`config.mk`:
```
export PLATFORM = sky130hd
export DESIGN_NAME = fft_frame_sink
export DESIGN_NICKNAME = d
export VERILOG_FILES = /design/src/rtl/fft_frame_sink.sv
export SDC_FILE = /design/constraint.sdc
export NUM_CORES = 1
export LEC_CHECK = 0
export BUFFER_PORTS_ARGS = -buffer_cell sky130_fd_sc_hd__buf_2
export CAP_MARGIN = 15
export CORE_MARGIN = 8
export CORE_UTILIZATION = 62
export CTS_BUF_LIST = sky130_fd_sc_hd__clkbuf_16
export CTS_CLUSTER_DIAMETER = 120
export CTS_CLUSTER_SIZE = 16
export DETAILED_ROUTE_END_ITERATION = 12
export PLACE_DENSITY = 0.79
export SLEW_MARGIN = 40
export SYNTH_ARGS = -nofsm -noshare
export SYNTH_HDL_FRONTEND = slang
export SYNTH_SLANG_ARGS = --single-unit
```
`constraint.sdc`:
```
create_clock -name i_clk -period 8.3 [get_ports i_clk]
set_clock_uncertainty 0.1 [all_clocks]
set_input_delay 1.245 -clock i_clk [delete_from_list [all_inputs] [get_ports i_clk]]
set_output_delay 1.245 -clock i_clk [all_outputs]
set_load 0.02 [all_outputs]
```
`src/rtl/fft_frame_sink.sv`:
```
// fft_frame_sink: ping-pong frame buffer between an FFT bin stream and a ready/valid consumer (define FFT_FRAME_SINK_ERRCNT_EN to add o_errcnt)
module fft_frame_sink #(
  parameter int OWIDTH = 19,
  parameter int LGSIZE = 4
) (
  input  logic                  i_clk,
  input  logic                  i_reset_n,
  input  logic                  i_ce,
  input  logic [2*OWIDTH-1:0]   i_sample,
  input  logic                  i_sync,
  output logic                  o_valid,
  input  logic                  i_ready,
  output logic [2*OWIDTH-1:0]   o_data,
  output logic [LGSIZE-1:0]     o_bin,
  output logic                  o_last,
`ifdef FFT_FRAME_SINK_ERRCNT_EN
  output logic [7:0]            o_errcnt,
`endif
  output logic                  o_overflow
);
  localparam logic [0:0] W_HUNT  = 1'b0;
  localparam logic [0:0] W_FILL  = 1'b1;
  localparam logic [0:0] R_IDLE  = 1'b0;
  localparam logic [0:0] R_DRAIN = 1'b1;
  localparam logic [LGSIZE-1:0] LAST = {LGSIZE{1'b1}};
  localparam logic [LGSIZE-1:0] ONE  = LGSIZE'(1);

  logic [2*OWIDTH-1:0] mem [0:(2<<LGSIZE)-1];
  logic                run_q;
  logic [1:0]          full_q, full_d;
  logic [0:0]          wst_q, wst_d, rd_st_q, rd_st_d;
  logic                wb_q, wb_d, drop_q, drop_d, ovf_q, ovf_d;
  logic [LGSIZE-1:0]   widx_q, widx_d, widx_w;
  logic                rb_q, rb_d, valid_q, valid_d, last_q, last_d;
  logic [LGSIZE-1:0]   ridx_q, ridx_d, bin_q, bin_d;
  logic [2*OWIDTH-1:0] data_q;
  logic                start, adv, done, we, fetch, rd_free, wr_busy, drop_new;

  // A frame start is a qualified sync anywhere except on the last index (which completes the
  // current frame), or any sample at index 0 after a frame closed with sync on its last bin.
  assign start    = i_ce && (i_sync ? (wst_q == W_HUNT || widx_q != LAST) : (wst_q == W_FILL && widx_q == '0));
  assign adv      = !start && i_ce && wst_q == W_FILL;
  assign done     = adv && widx_q == LAST;
  assign fetch    = run_q && (!valid_q || i_ready) && full_q[rb_q] && (rd_st_q == R_DRAIN || valid_q);
  // A bank is released once its last bin has moved into the output register; this same-cycle
  // release lets a new frame claim the bank on that edge, so full-rate input never overflows.
  assign rd_free  = fetch && ridx_q == LAST;
  assign wr_busy  = full_q[wb_q] && !(rd_free && rb_q == wb_q);
  assign drop_new = start && wr_busy;
  assign we       = run_q && (start ? !wr_busy : adv && !drop_q);
  assign widx_w   = start ? {LGSIZE{1'b0}} : widx_q;

  assign o_valid    = valid_q;
  assign o_data     = data_q;
  assign o_bin      = bin_q;
  assign o_last     = last_q;
  assign o_overflow = ovf_q;

  // Write side: hunt for sync, fill the write bank, drop whole frames when the bank is still held
  always_comb begin
    wst_d  = wst_q;
    widx_d = widx_q;
    wb_d   = wb_q;
    drop_d = drop_q;
    ovf_d  = ovf_q | drop_new;
    if (start) begin
      wst_d  = W_FILL;
      widx_d = ONE;
      drop_d = wr_busy;
    end else if (adv) begin
      widx_d = widx_q + ONE;
      wst_d  = done ? (i_sync ? W_FILL : W_HUNT) : wst_q;
      wb_d   = done && !drop_q ? ~wb_q : wb_q;
    end
  end

  // Bank flags: release on last-bin fetch, claim on frame completion
  always_comb begin
    full_d = full_q;
    if (rd_free) full_d[rb_q] = 1'b0;
    if (done && !drop_q) full_d[wb_q] = 1'b1;
  end

  // Read side: one idle cycle before the first fetch of a frame, then fetch on every free output slot
  always_comb begin
    rd_st_d = fetch ? (ridx_q == LAST ? R_IDLE : R_DRAIN) : (full_q[rb_q] ? R_DRAIN : rd_st_q);
    ridx_d  = fetch ? ridx_q + ONE : ridx_q;
    rb_d    = rd_free ? ~rb_q : rb_q;
    valid_d = fetch ? 1'b1 : (i_ready ? 1'b0 : valid_q);
    bin_d   = fetch ? ridx_q : bin_q;
    last_d  = fetch ? ridx_q == LAST : last_q;
  end

  // Release synchroniser: the first edge after deassertion only arms run_q
  always_ff @(posedge i_clk or negedge i_reset_n)
    if (!i_reset_n) run_q <= 1'b0;
    else            run_q <= 1'b1;

  // Control state registers
  always_ff @(posedge i_clk or negedge i_reset_n)
    if (!i_reset_n) begin
      wst_q   <= W_HUNT;
      widx_q  <= '0;
      wb_q    <= 1'b0;
      drop_q  <= 1'b0;
      ovf_q   <= 1'b0;
      full_q  <= '0;
      rd_st_q <= R_IDLE;
      ridx_q  <= '0;
      rb_q    <= 1'b0;
      valid_q <= 1'b0;
      bin_q   <= '0;
      last_q  <= 1'b0;
    end else if (run_q) begin
      wst_q   <= wst_d;
      widx_q  <= widx_d;
      wb_q    <= wb_d;
      drop_q  <= drop_d;
      ovf_q   <= ovf_d;
      full_q  <= full_d;
      rd_st_q <= rd_st_d;
      ridx_q  <= ridx_d;
      rb_q    <= rb_d;
      valid_q <= valid_d;
      bin_q   <= bin_d;
      last_q  <= last_d;
    end

  // Sample storage and output data register (contents are don't-care after reset)
  always_ff @(posedge i_clk) begin
    if (we) mem[{wb_q, widx_w}] <= i_sample;
    if (fetch) data_q <= mem[{rb_q, ridx_q}];
  end

`ifdef FFT_FRAME_SINK_ERRCNT_EN
  logic       abandon;
  logic [7:0] errcnt_q;
  assign abandon  = start && wst_q == W_FILL && widx_q != '0 && !drop_q;
  assign o_errcnt = errcnt_q;

  // Saturating count of dropped and abandoned frames
  always_ff @(posedge i_clk or negedge i_reset_n)
    if (!i_reset_n) errcnt_q <= '0;
    else if (run_q && (drop_new || abandon) && errcnt_q != 8'hFF) errcnt_q <= errcnt_q + 8'd1;
`endif
endmodule
```
# After elaboration in Yosys (flattened, before gate mapping)
# Memory sizes are Yosys's and may differ from the RTL's. A register that Yosys moved wholly into a read port is not among the register bits.
# Cells that the tools add are included.
[word_totals] input_bits=43 n_memories=1 ramBits=1216 latch_bits=0 mem_bits_ro=0 output_inout_bits=45 elab_cells=96 regBits=23
[memory_table] name="mem" words=32 word_bits=38 read_ports=1 rd_clocked_by_memory_dff=1 write_ports=1 line_no="28" source="logic [2*OWIDTH-1:0] mem [0:(2<<LGSIZE)-1];"
[op_classes] mux=26 n_reduce_logical=38 order_cmp=4 multipliers=0 n_div=0 bitwise=8 n_addsub=2 shift=0 eq_ne=4
[ops] operator="$mux 1" count=19
[ops] operator="$logic_and 1x1->1" count=17
[ops] operator="$mux 4" count=3
[ops] operator="$reduce_and 2->1" count=6
[ops] operator="$add 4x1->4 const B" count=2
[ops] operator="$eq 4x4->1 const B" count=2
[ops] operator="$reduce_bool 2->1" count=4
[ops] operator="$logic_not 1->1" count=5
[ops] operator="$logic_not 4->1" count=1
[ops] operator="$lt 1x2->1 const B" count=2
[ops] operator="$mux 2" count=2
[ops] operator="$ne 4x4->1 const B" count=1
[ops] operator="$not 1->1" count=4
[ops] operator="$reduce_and 4->1" count=1
[ops] operator="$logic_or 1x1->1" count=3
[ops] operator="$reduce_and 3->1" count=1
[ops] operator="$and 2x2->2" count=1
[ops] operator="$demux 1 s1" count=2
[ops] operator="$ge 1x1->1 const B" count=2
[ops] operator="$not 2->2" count=1
[ops] operator="$or 2x2->2" count=1
[ops] operator="$eq 1x1->1" count=1
[ops] operator="$or 1x1->1" count=1

# Depth between registers and ports, before layout
# Gate-level depths: netlist of the first run.
[logic_depth] depth_word=14 depth_mapped=8 depth_no_buf=7

# Worst setup path after synthesis of the first run
# No wires, ideal clock.
[synth_timing] path_type="in2reg" startpoint="input port i_ce" endpoint="memory mem[12][0] in the netlist's numbering, enable pin" t_arrival_ns=5.803 slack_ns=1.869 setup_time_ns=0.528 path_stages=6 path_cell_list="clkbuf_1 -> nand2_1 -> a41oi_1 -> o21a_1 -> a21oi_1 -> nor4_1"
[synth_via] elab_chain_cells=9 elab_cells_between_ends=10
[synth_rtl] element="start: declaration" line_no="8" source="input logic i_ce,"
[synth_rtl] element="$logic_and 1x1->1" line_no="41" source="assign start = i_ce && (i_sync ? (wst_q == W_HUNT || widx_q != LAST) : (wst_q == W_FILL && widx_q == '0));"
[synth_rtl] element="$logic_not 1->1" line_no="42" source="assign adv = !start && i_ce && wst_q == W_FILL;"
[synth_rtl] element="$logic_and 1x1->1 (2 in series)" line_no="42"
[synth_rtl] element="$logic_and 1x1->1" line_no="50" source="assign we = run_q && (start ? !wr_busy : adv && !drop_q);"
[synth_rtl] element="$mux 1" line_no="50"
[synth_rtl] element="$logic_and 1x1->1" line_no="50"
[synth_rtl] element="$mux 1" line_no="131" source="if (we) mem[{wb_q, widx_w}] <= i_sample;"
[synth_rtl] element="$mux 1 (not written as such)" line_no="131"
[synth_rtl] element="end: declaration" line_no="28"
# Parallel ways exist; a longest one is shown, timed or not.

# Final worst setup path of the first run
[layout_timing] startpoint="register widx_q[0]" endpoint="memory mem[15][13] in the netlist's numbering, enable pin"
[layout_via] elab_chain_cells=12 elab_cells_between_ends=15
[layout_rtl] element="start: declaration" line_no="33" source="logic [LGSIZE-1:0] widx_q, widx_d, widx_w;"
[layout_rtl] element="start signal: assignment" line_no="116" source="widx_q <= widx_d;"
[layout_rtl] element="$ne 4x4->1 or $logic_not 4->1 (tied branches)" line_no="41"
[layout_rtl] element="$logic_or 1x1->1 or $logic_and 1x1->1 (tied branches)" line_no="41"
[layout_rtl] element="$mux 1" line_no="41"
[layout_rtl] element="$logic_and 1x1->1" line_no="41"
[layout_rtl] element="$logic_not 1->1" line_no="42"
[layout_rtl] element="$logic_and 1x1->1 (2 in series)" line_no="42"
[layout_rtl] element="$logic_and 1x1->1" line_no="50"
[layout_rtl] element="$mux 1" line_no="50"
[layout_rtl] element="$logic_and 1x1->1" line_no="50"
[layout_rtl] element="$mux 1" line_no="131"
[layout_rtl] element="$mux 1 (not written as such)" line_no="131"
# Parallel ways exist; a longest one is shown, timed or not.

==> results of run 1 <==
-- cell usage after synthesis (all sizes together) (2+ instances only) --
library cell	number	share of area, %
a2111oi	14	0.40
a211oi	23	0.36
a21boi	2	0.031
a21o	3	0.047
a21oi	29	0.30
a22o	16	0.29
a22oi	86	1.3
a32oi	15	0.27
a41oi	15	0.27
buf	87	1.1
clkbuf	41	0.32
dfrtp	23	1.2
edfxtp	1254	78
ha	3	0.078
inv	2	0.016
mux2	33	0.77
mux2i	122	2.5
mux4	228	11
nand2	41	0.32
nand2b	2	0.026
nand3	10	0.11
nand4	3	0.039
nor2	31	0.24
nor2b	3	0.039
nor3	8	0.093
nor4	2	0.026
o21ai	4	0.041
o221ai	24	0.43
o22ai	37	0.48
o31ai	2	0.031
xnor2	4	0.072
xor2	4	0.072
-- final cells by class --
cell class | count | area, um2
repair buffers | 145 | 1008
inverters | 3 | 11.26
clock inverters | 16 | 113.9
clock buffers | 90 | 2252
multi-input cells | 779 | 9744
flip-flops and latches | 1277 | 38250
fillers | 4553 | 24660
well taps | 1040 | 1301
-- layout by cell type (no fill, tap or decap), types with 3 or more instances in the layout --
cell          n
a2111oi_2    11
mux2_2       32
mux4_2      228
edfxtp_1   1254
clkbuf_16    90
buf_12        6
a21o_1        3
nor2_1        8
mux2i_1     122
a22oi_1      86
a2111oi_1     3
nor2_4       23
inv_6         3
nand4_1       3
o21ai_0       4
a41oi_1      15
a32oi_1      15
buf_2        87
buf_4        44
ha_1          3
o221ai_1     24
nand2_1      41
xor2_1        4
a22o_1       16
clkinv_8      3
nand3_2       3
inv_1        11
nor3_2        7
a211oi_1     23
o22ai_1      37
a21oi_1      26
xnor2_1       4
dfrtp_1      19
dfrtp_4       4
buf_6         6
nand3_1       6
-- per-layer routing --
layer	global-route usage, %	up-vias
li1	-	9451
met1	34.41	12190
met2	38.53	1418
met3	4.879	173
met4	7.242	4
met5	0	-
-- state kept, by name (all words and copies together), names as in the netlist --
register	flops
mem	1216
o_data	38
o_bin	4
ridx_q	4
widx_q	4
full_q	2
drop_q	1
o_last	1
o_overflow	1
o_valid	1
rb_q	1
rd_st_q	1
run_q	1
wb_q	1
wst_q	1
-- metrics by stage --
step                      power (mW)  std cells
after global routing           11.76       3350
after global placement         7.666       3238
final                          11.48       3350
after floorplan                7.505       2187
after CTS                      11.51       3349
after detailed placement       7.703       3243
-- power breakdown --
| group | internal [mW] | switching, mW |
|---|---|---|
| clock | 1.94 | 1.98 |
| sequential | 7.15 | 0.0372 |
| combinational | 0.120 | 0.263 |
-- cells by family (layout without fill, tap and decap cells) --
family / after synthesis / count (layout) / synth area share (%)
AOI/OAI and AO/OA: 277 / 277 / 4.410
xor gates and xnor gates: 8 / 8 / 0.1448
adders and majority gates: 3 / 3 / 0.07761
buffers and inverters: 131 / 254 / 1.399
DFF: 1277 / 1277 / 79.04
muxes: 383 / 383 / 13.91
other: 1 / 1 / 0.007752
and+or+nand+nor: 107 / 107 / 1.017
-- critical path: cells and delay by family, from the launching register on --
family          cells  cell delay [ns]
fa+ha+maj           1             0.24
flops               1             0.57
buf+inv             2             0.72
simple gates        4             1.94
compound gates      1             0.33
-- path summary, 6_finish.rpt --
check,to,startpoint
setup / recovery,mem[15][13]$_DFFE_PP_,widx_q[0]$_DFFE_PN0P_
hold / removal,o_bin[3]$_DFFE_PN0P_,o_bin[3]$_DFFE_PN0P_
setup reg to reg,mem[15][13]$_DFFE_PP_,widx_q[0]$_DFFE_PN0P_
hold reg to reg,o_bin[3]$_DFFE_PN0P_,o_bin[3]$_DFFE_PN0P_
max in group asynchronous,rb_q$_DFFE_PN0P_,i_reset_n
min in group asynchronous,widx_q[1]$_DFFE_PN0P_,i_reset_n
==> summary.txt, run 1 <==
R2R setup slack: 4.02 ns
CP Class: flop to flop
DR DRC count: 0
CP Max Fanout: 20
Num CTS Buffers: 89
Clock Root Buffer: clkbuf_16
Die Ht: 295.3 um
Syn nets: 2233
Crit end category: flop
Setup TNS Final: 0 ns
Nets: 2341
Fmax: 0.2336 GHz
Seq cells post-synth: 1277
Number of port buffers: 87
Final setup fails: 0
Register area share after synthesis: 79.04%
Wl on met1: 40.07 mm
Die Wd: 295.3 um
Design area: 52680 um2
Clock sinks: 1277
Worst slew margin: 43.09%
Minimum clock period: 4.280 ns
Synthesized cell area: 48370 um2
Area of the core: 77340 um2
Hold-fix buffers, CTS: 0
HP Class: flop to flop
# Post-CTS Setup Buffers: 0
Power Dens Cells: 217.9 nW/um2
Routability cong.: 0.7894
RSZ-0062 raised after global routing: false
Htree depth: 3
Status: finished clean
Die area: 87210 um2
Data arrival time of the worst path: 4.47 ns
Max cap viols: 0
Critical Path RT: 8.49 ns
Final wirelength: 105.0 mm
First-pass GRT wire length: 154.8 mm
Worst skew pair latency: 0.66 ns
Top_reg_cell synth: edfxtp_1
CP max-delay cell: nor2_4
Area Overhead vs Synth: 8.900%
Final Hold Fails: 0
Post-synth ARST share: 1.801%
Hold Crit Depth: 2
Slew at the pin with the worst max-slew slack: 0.8536 ns
WL met3: 11.23 mm
Largest net degree at the start of global routing: 116
Pleak: 15.80 nW
Vias per inst: 6.936
Cell variety after synth: 56
Layout cell share with drive strength beyond 1: 24.33%
Fin Hold WS: 0.3783 ns
GRT Residual Overflow: 0
CP Launch Type: flop
Highest routed layer: met5
Met2 Wirelength: 51.10 mm
CTS tree: yes
Routed via count: 23236
DR WL/cell: 31.35 um
Avg Synthesized Cell Area: 22.12 um2
Post-synth EDFFs: 1254
Max-slew violations: 0
Detail Route Antenna Nets: 0
Peak supply drop: 0.1587 mV
Synth warn: 0
Fin crit share: 51.57%
Post-placement worst setup slack: 3.484 ns
Initial Util: 62.55%
# resized after CTS: 0
Peak per-stage delay on the critical path: 0.81 ns
Synth Instances: 2187
DP HPWL: 55.61 mm
DRT Pass-1 Iters: 6
Initial antenna violation count: 2
Worst-path clk slew: 0.07 ns
# rows: 102
I/O pin count: 88
R2R cell count: 8
GR Util All Layers: 24.18%
Iteration-0 DRC Markers: 2781
Clock Tree Buf Depth: 3
Final Util: 68.11%
Placed instance area: 50260 um2
Critical path cell sequence: inv_1 -> ha_1 -> and4bb_1 -> a211o_1 -> nor3_2 -> nand3_2 -> nor2_4 -> buf_4
PnR worst setup slack: 4.020 ns
Antenna cell count: 0
Vias in the first global route: 23826
Note: power is estimated with default switching activity, not from simulation.
==> run 2, diff against run 1 <==
==> constraint.sdc (replaced) <==
create_clock -name i_clk -period 4.3 [get_ports i_clk]
set_clock_uncertainty 0.1 [all_clocks]
set_input_delay 0.645 -clock i_clk [delete_from_list [all_inputs] [get_ports i_clk]]
set_output_delay 0.645 -clock i_clk [all_outputs]
set_load 0.02 [all_outputs]
==> run 2 against run 1 <==
  * Register-to-register slack worse by 3.4 ns
  * Combinational power up 99%
  * Sequential cell count unchanged
  * Critical endpoint is now mem[31][33]$_DFFE_PP_
==> summary.txt, run 2 (same netlist as run 1, synthesis figures left out) <==
Iteration-0 DRC Markers: 3188 (+15%)
Final setup fails: 0 (unchanged)
Area Overhead vs Synth: 9.519%
Fillers: 4511 (-0.92%)
HP Class: input pin to flop
Clock Tree Buf Depth: 3 (unchanged)
Final Hold Fails: 0 (unchanged)
Fmax: 0.2725 GHz (+17%)
Vias per inst: 6.958 (+0.31%)
Power Dens Cells: 418.7 nW/um2 (+92%)
CP Max Fanout: 23 (+15%)
# resized after CTS: 0 (unchanged)
Max-slew violations: 0 (unchanged)
Htree depth: 3 (unchanged)
Minimum clock period: 3.670 ns (-0.6104 ns)
GRT Residual Overflow: 0 (unchanged)
GR Util All Layers: 25.41% (+1.2 points)
DP HPWL: 59.40 mm (+6.8%)
Initial antenna violation count: 0 (-2)
Peak supply drop: 0.3557 mV (+120%)
I/O pin count: 88 (unchanged)
Largest net degree at the start of global routing: 107 (-7.8%)
Die Wd: 295.3 um (unchanged)
Pleak: 15.97 nW (+1.0%)
Data arrival time of the worst path: 3.86 ns (-0.61 ns)
Number of port buffers: 87 (unchanged)
Nets: 2370 (+1.2%)
CP Launch Type: flop
Final Util: 68.50% (+0.39 points)
Initial Util: 62.55% (unchanged)
Clock Root Buffer: clkbuf_16
Max cap viols: 0 (unchanged)
DR WL/cell: 32.67 um (+4.2%)
Critical Path RT: 4.49 ns (-4.00 ns)
Final wirelength: 110.3 mm (+5.0%)
RSZ-0062 raised after global routing: false
Die area: 87210 um2 (unchanged)
Detail Route Antenna Nets: 0 (unchanged)
Largest register FFs: 1216 (unchanged)
Worst skew pair latency: 0.66 ns (about the same)
Hold-fix buffers, CTS: 1 (+1)
First-pass GRT wire length: 160.4 mm (+3.6%)
DR DRC count: 0 (unchanged)
Top reg by flops: mem
Worst-path clk slew: 0.07 ns (about the same)
CTS tree: yes
Total chip power: 22.18 mW (+93%)
Layout cell share with drive strength beyond 1: 25.00% (+0.67 points)
Num CTS Buffers: 89 (unchanged)
Area of the core: 77340 um2 (unchanged)
Routability cong.: 0.8275 (+4.8%)
CP Class: flop to flop
Crit end category: flop
Most common cell after layout, fill and taps aside: edfxtp_1
Vias in the first global route: 24061 (+0.99%)
Setup TNS Final: 0 ns (unchanged)
Commonest non-fill, non-tap cells in the layout: edfxtp_1 (1254), mux4_2 (228), mux2i_1 (122)
Slew at the pin with the worst max-slew slack: 0.8684 ns (+0.01482 ns)
Die Ht: 295.3 um (unchanged)
Routed via count: 23497 (+1.1%)
Worst slew margin: 42.02% (-1.1 points)
Status: finished clean
# Post-CTS Setup Buffers: 0 (unchanged)
DRT Pass-1 Iters: 6 (unchanged)
# rows: 102 (unchanged)
Clock sinks: 1277 (unchanged)
Fin crit share: 85.35% (+34 points)
## run 2: cell types whose count changed in the layout (fill, tap and decap cells not counted), moves of 2 or more
| cell | delta |
|---|---|
| nand3_2 | -3 |
| nor4_2 | -2 |
| nor4_4 | +2 |
| buf_4 | +22 |
| buf_12 | +8 |
| clkinv_8 | -3 |
| buf_6 | -4 |
| nand3_1 | +3 |
## run 2: where the power goes
| group | internal (mW) | leakage [nW] | total (mW) | switching, mW |
|---|---|---|---|---|
| Sequential | 13.8 | 11.6 | 13.9 | 0.0687 |
| Combinational | 0.246 | 3.22 | 0.762 | 0.516 |
| Clock | 3.75 | 1.18 | 7.56 | 3.81 |
| Total | 17.8 | 16.0 | 22.2 | 4.39 |
## run 2: worst paths after layout
path / from / end / slack (ns) / cells past startpoint
min in group asynchronous: i_reset_n / o_overflow$_DFFE_PN0P_ / 0.40 / 2
hold / removal: i_ready / o_valid$_DFFE_PN0P_ / 0.19 / 3
max in group asynchronous: i_reset_n / rb_q$_DFFE_PN0P_ / 3.28 / 2
setup reg to reg: widx_q[0]$_DFFE_PN0P_ / mem[31][33]$_DFFE_PP_ / 0.63 / 9
hold reg to reg: o_overflow$_DFFE_PN0P_ / o_overflow$_DFFE_PN0P_ / 0.37 / 1
setup / recovery: widx_q[0]$_DFFE_PN0P_ / mem[31][33]$_DFFE_PP_ / 0.63 / 9
## run 2: routing by layer
layer  vias to the layer above  GRT usage (%)  part of all wire [%]  routed length [um]
li1                       9503              -                     -                   -
met1                     12236          34.30                    36               39870
met2                      1545          41.44                    49               54270
met3                       213          5.938                    12               12710
met4                         0          8.433                   3.1                3458
met5                         -              0                     0                   0
## run 2: per-stage QoR
stage / std cells / instance area [um2] / hold WS (ns) / worst slack, ns
floorplan: 2187 / 48390 / 0.2494 / -0.7953
detailed placement: 3269 / 50570 / 0.3613 / 0.6843
CTS: 3373 / 52910 / 0.1580 / 0.6538
global route: 3376 / 52970 / 0.1828 / 0.5071
finish: 3377 / 52980 / 0.1902 / 0.6300
global placement: 3268 / 50530 / 0.3509 / 0.8415
## run 2: worst max-delay path, stage by stage (launching register included)
cell      delay (ns)
dfrtp_1         0.60
inv_1           0.15
ha_1            0.22
and4bb_1        0.23
a211o_1         0.34
nor3_2          0.32
nand3_1         0.38
buf_4           0.33
nor2_4          0.14
buf_4           0.47
## run 2: final cells by class
cell class	count	area (um2)	share of cell area, %
flip-flops and latches	1277	38250	72.19
multi-input cells	779	9746	18.40
clock buffers	91	2277	4.298
repair buffers	174	1331	2.513
well taps	1040	1301	2.456
clock inverters	12	61.31	0.1157
inverters	3	11.26	0.02126
diodes	1	2.502	0.004724
==> run 3, diff against run 2 <==
--- a/config.mk
+++ b/config.mk
@@ -14,6 +14,7 @@
 export CTS_CLUSTER_SIZE = 16
 export DETAILED_ROUTE_END_ITERATION = 12
 export PLACE_DENSITY = 0.79
+export RECOVER_POWER = 25
 export SLEW_MARGIN = 40
 export SYNTH_ARGS = -nofsm -noshare
 export SYNTH_HDL_FRONTEND = slang
==> run 3 against run 2 <==
  * Utilization hardly changed
  * Clock-buffer cell count stayed put
  * Final cell count stayed put
  * Clock power barely moved
  * Non-clock buffer count did not move
  * Global-route usage stayed put
  * Hold slack about the same
  * Critical path depth unchanged
  * Sequential share of layout area barely moved
  * First-iteration DRC count is 3.3% lower
  * Combinational power about the same
  * Cell area about the same
  * Critical endpoint unchanged
  * Largest power group unchanged
==> summary.txt, run 3 (same netlist as run 1, synthesis figures left out) <==
DR WL/cell: 32.69 um (about the same)
Multi-input logic area: 9746 um2 (unchanged)
GR Util All Layers: 25.41% (unchanged)
Clock Root Buffer: clkbuf_16
Most common cell after layout, fill and taps aside: edfxtp_1
I/O pin count: 88 (unchanged)
DP Cell Count: 3269 (unchanged)
Worst skew pair latency: 0.66 ns (about the same)
CP Launch Type: flop
R2R setup slack: 0.62 ns (about the same)
Setup TNS Final: 0 ns (unchanged)
Max-slew violations: 0 (unchanged)
Max cap viols: 0 (unchanged)
Number of port buffers: 87 (unchanged)
Minimum clock period: 3.676 ns (+0.006453 ns)
Vias per inst: 6.963 (about the same)
DP HPWL: 59.40 mm (unchanged)
Pleak: 15.90 nW (-0.43%)
Num CTS Buffers: 89 (unchanged)
Area Overhead vs Synth: 9.454% (about the same)
Fillers: 4522 (+0.24%)
CP Max Fanout: 23 (unchanged)
Iteration-0 DRC Markers: 3083 (-3.3%)
Nets: 2370 (unchanged)
# Post-CTS Setup Buffers: 0 (unchanged)
Data arrival time of the worst path: 3.86 ns (about the same)
Final setup fails: 0 (unchanged)
First-pass GRT wire length: 160.4 mm (unchanged)
Area of the core: 77340 um2 (unchanged)
Worst-path clk slew: 0.08 ns (about the same)
Critical path cell sequence: inv_1 -> ha_1 -> and4bb_1 -> a211o_1 -> nor3_2 -> nand3_1 -> buf_4 -> nor2_4 -> buf_4
GRT Residual Overflow: 0 (unchanged)
Final Hold Fails: 0 (unchanged)
Worst slew margin: 8.227% (-34 points)
Post-placement worst setup slack: 0.6843 ns (unchanged)
Largest net degree at the start of global routing: 107 (unchanged)
Commonest non-fill, non-tap cells in the layout: edfxtp_1 (1254), mux4_2 (228), mux2i_1 (122)
Die area: 87210 um2 (unchanged)
Worst Path Buf+Inv: 3 (unchanged)
Routability cong.: 0.8275 (unchanged)
Peak supply drop: 0.3552 mV (-0.14%)
Peak per-stage delay on the critical path: 0.60 ns (about the same)
HP Class: input pin to flop
Final wirelength: 110.4 mm (about the same)
Fin cells: 3377 (unchanged)
Status: finished clean
RSZ-0062 raised after global routing: false
Largest register FFs: 1216 (unchanged)
CP max-delay cell: dfrtp_1
CP dominant cell by count: buf_4
CP Class: flop to flop
CTS tree: yes
Clock sinks: 1277 (unchanged)
Crit end category: flop
PnR worst setup slack: 0.6235 ns (-0.006453 ns)
Reg area: 38250 um2 (unchanged)
Fin Hold WS: 0.1899 ns (-0.0002290 ns)
Die Ht: 295.3 um (unchanged)
Slew at the pin with the worst max-slew slack: 1.377 ns (+0.5082 ns)
Fin crit share: 85.50% (+0.15 points)
Critical Path RT: 4.48 ns (about the same)
Routed via count: 23513 (+0.068%)
Die Wd: 295.3 um (unchanged)
Detail Route Antenna Nets: 0 (unchanged)
Initial Util: 62.55% (unchanged)
Vias in the first global route: 24061 (unchanged)
# rows: 102 (unchanged)
Power Dens Cells: 419.0 nW/um2 (about the same)
Delay-heaviest family, CP: simple AND/OR/NAND/NOR gates
Top reg by flops: mem
Initial antenna violation count: 0 (unchanged)
Fmax: 0.2720 GHz (-0.18%)
Clock Tree Buf Depth: 3 (unchanged)
DR DRC count: 0 (unchanged)
Htree depth: 3 (unchanged)
DRT Pass-1 Iters: 5 (-1)
Layout cell share with drive strength beyond 1: 23.93% (-1.1 points)
Total chip power: 22.18 mW (about the same)
run 3: report_power, final:
part / switching [mW] / internal, mW / total (mW)
sequential: 0.0691 / 13.8 / 13.9
combinational: 0.517 / 0.242 / 0.759
clock: 3.80 / 3.75 / 7.56
run 3: layout make-up:
class                   count  area share (%)
well taps                1040           2.458
flip-flops and latches   1277           72.24
inverters                   3         0.02127
repair buffers            174           2.455
clock buffers              91           4.301
clock inverters            12          0.1158
multi-input cells         779           18.41
diodes                      1        0.004726
run 3: worst paths after layout:
check | from | to | cells past startpoint
max | widx_q[0]$_DFFE_PN0P_ | mem[31][33]$_DFFE_PP_ | 9
min | i_sync | wst_q$_DFFE_PN0P_ | 3
max reg2reg | widx_q[0]$_DFFE_PN0P_ | mem[31][33]$_DFFE_PP_ | 9
min reg2reg | o_overflow$_DFFE_PN0P_ | o_overflow$_DFFE_PN0P_ | 1
max in group asynchronous | i_reset_n | rb_q$_DFFE_PN0P_ | 2
min in group asynchronous | i_reset_n | o_overflow$_DFFE_PN0P_ | 2
run 3: what timing repair did:
action / 4_1_cts / 5_1_grt
resized for setup: 0 / 0
hold buffers: 1 / 0
hold endpoints to repair: 23 / 0
run 3: metal layers:
| metal | track usage (%) | up-vias | routed length (um) |
|---|---|---|---|
| met5 | 0 | - | 0 |
| met4 | 8.433 | 0 | 3463 |
| met3 | 5.938 | 222 | 12420 |
| met2 | 41.44 | 1556 | 54370 |
| met1 | 34.30 | 12239 | 40120 |
| li1 | - | 9496 | - |
run 3: metrics by stage:
stage                     instance area, um2  util [%]
after floorplan                        48390         -
after global placement                 50530     65.33
after detailed placement               50570     65.38
after CTS                              52910     68.42
after global routing                   52940     68.46
final                                  52950     68.46
run 3: tightest hold or removal path, cell delays in order:
cell	delay, ns
buf_2	0.14
nand3_1	0.07
nand2_1	0.05
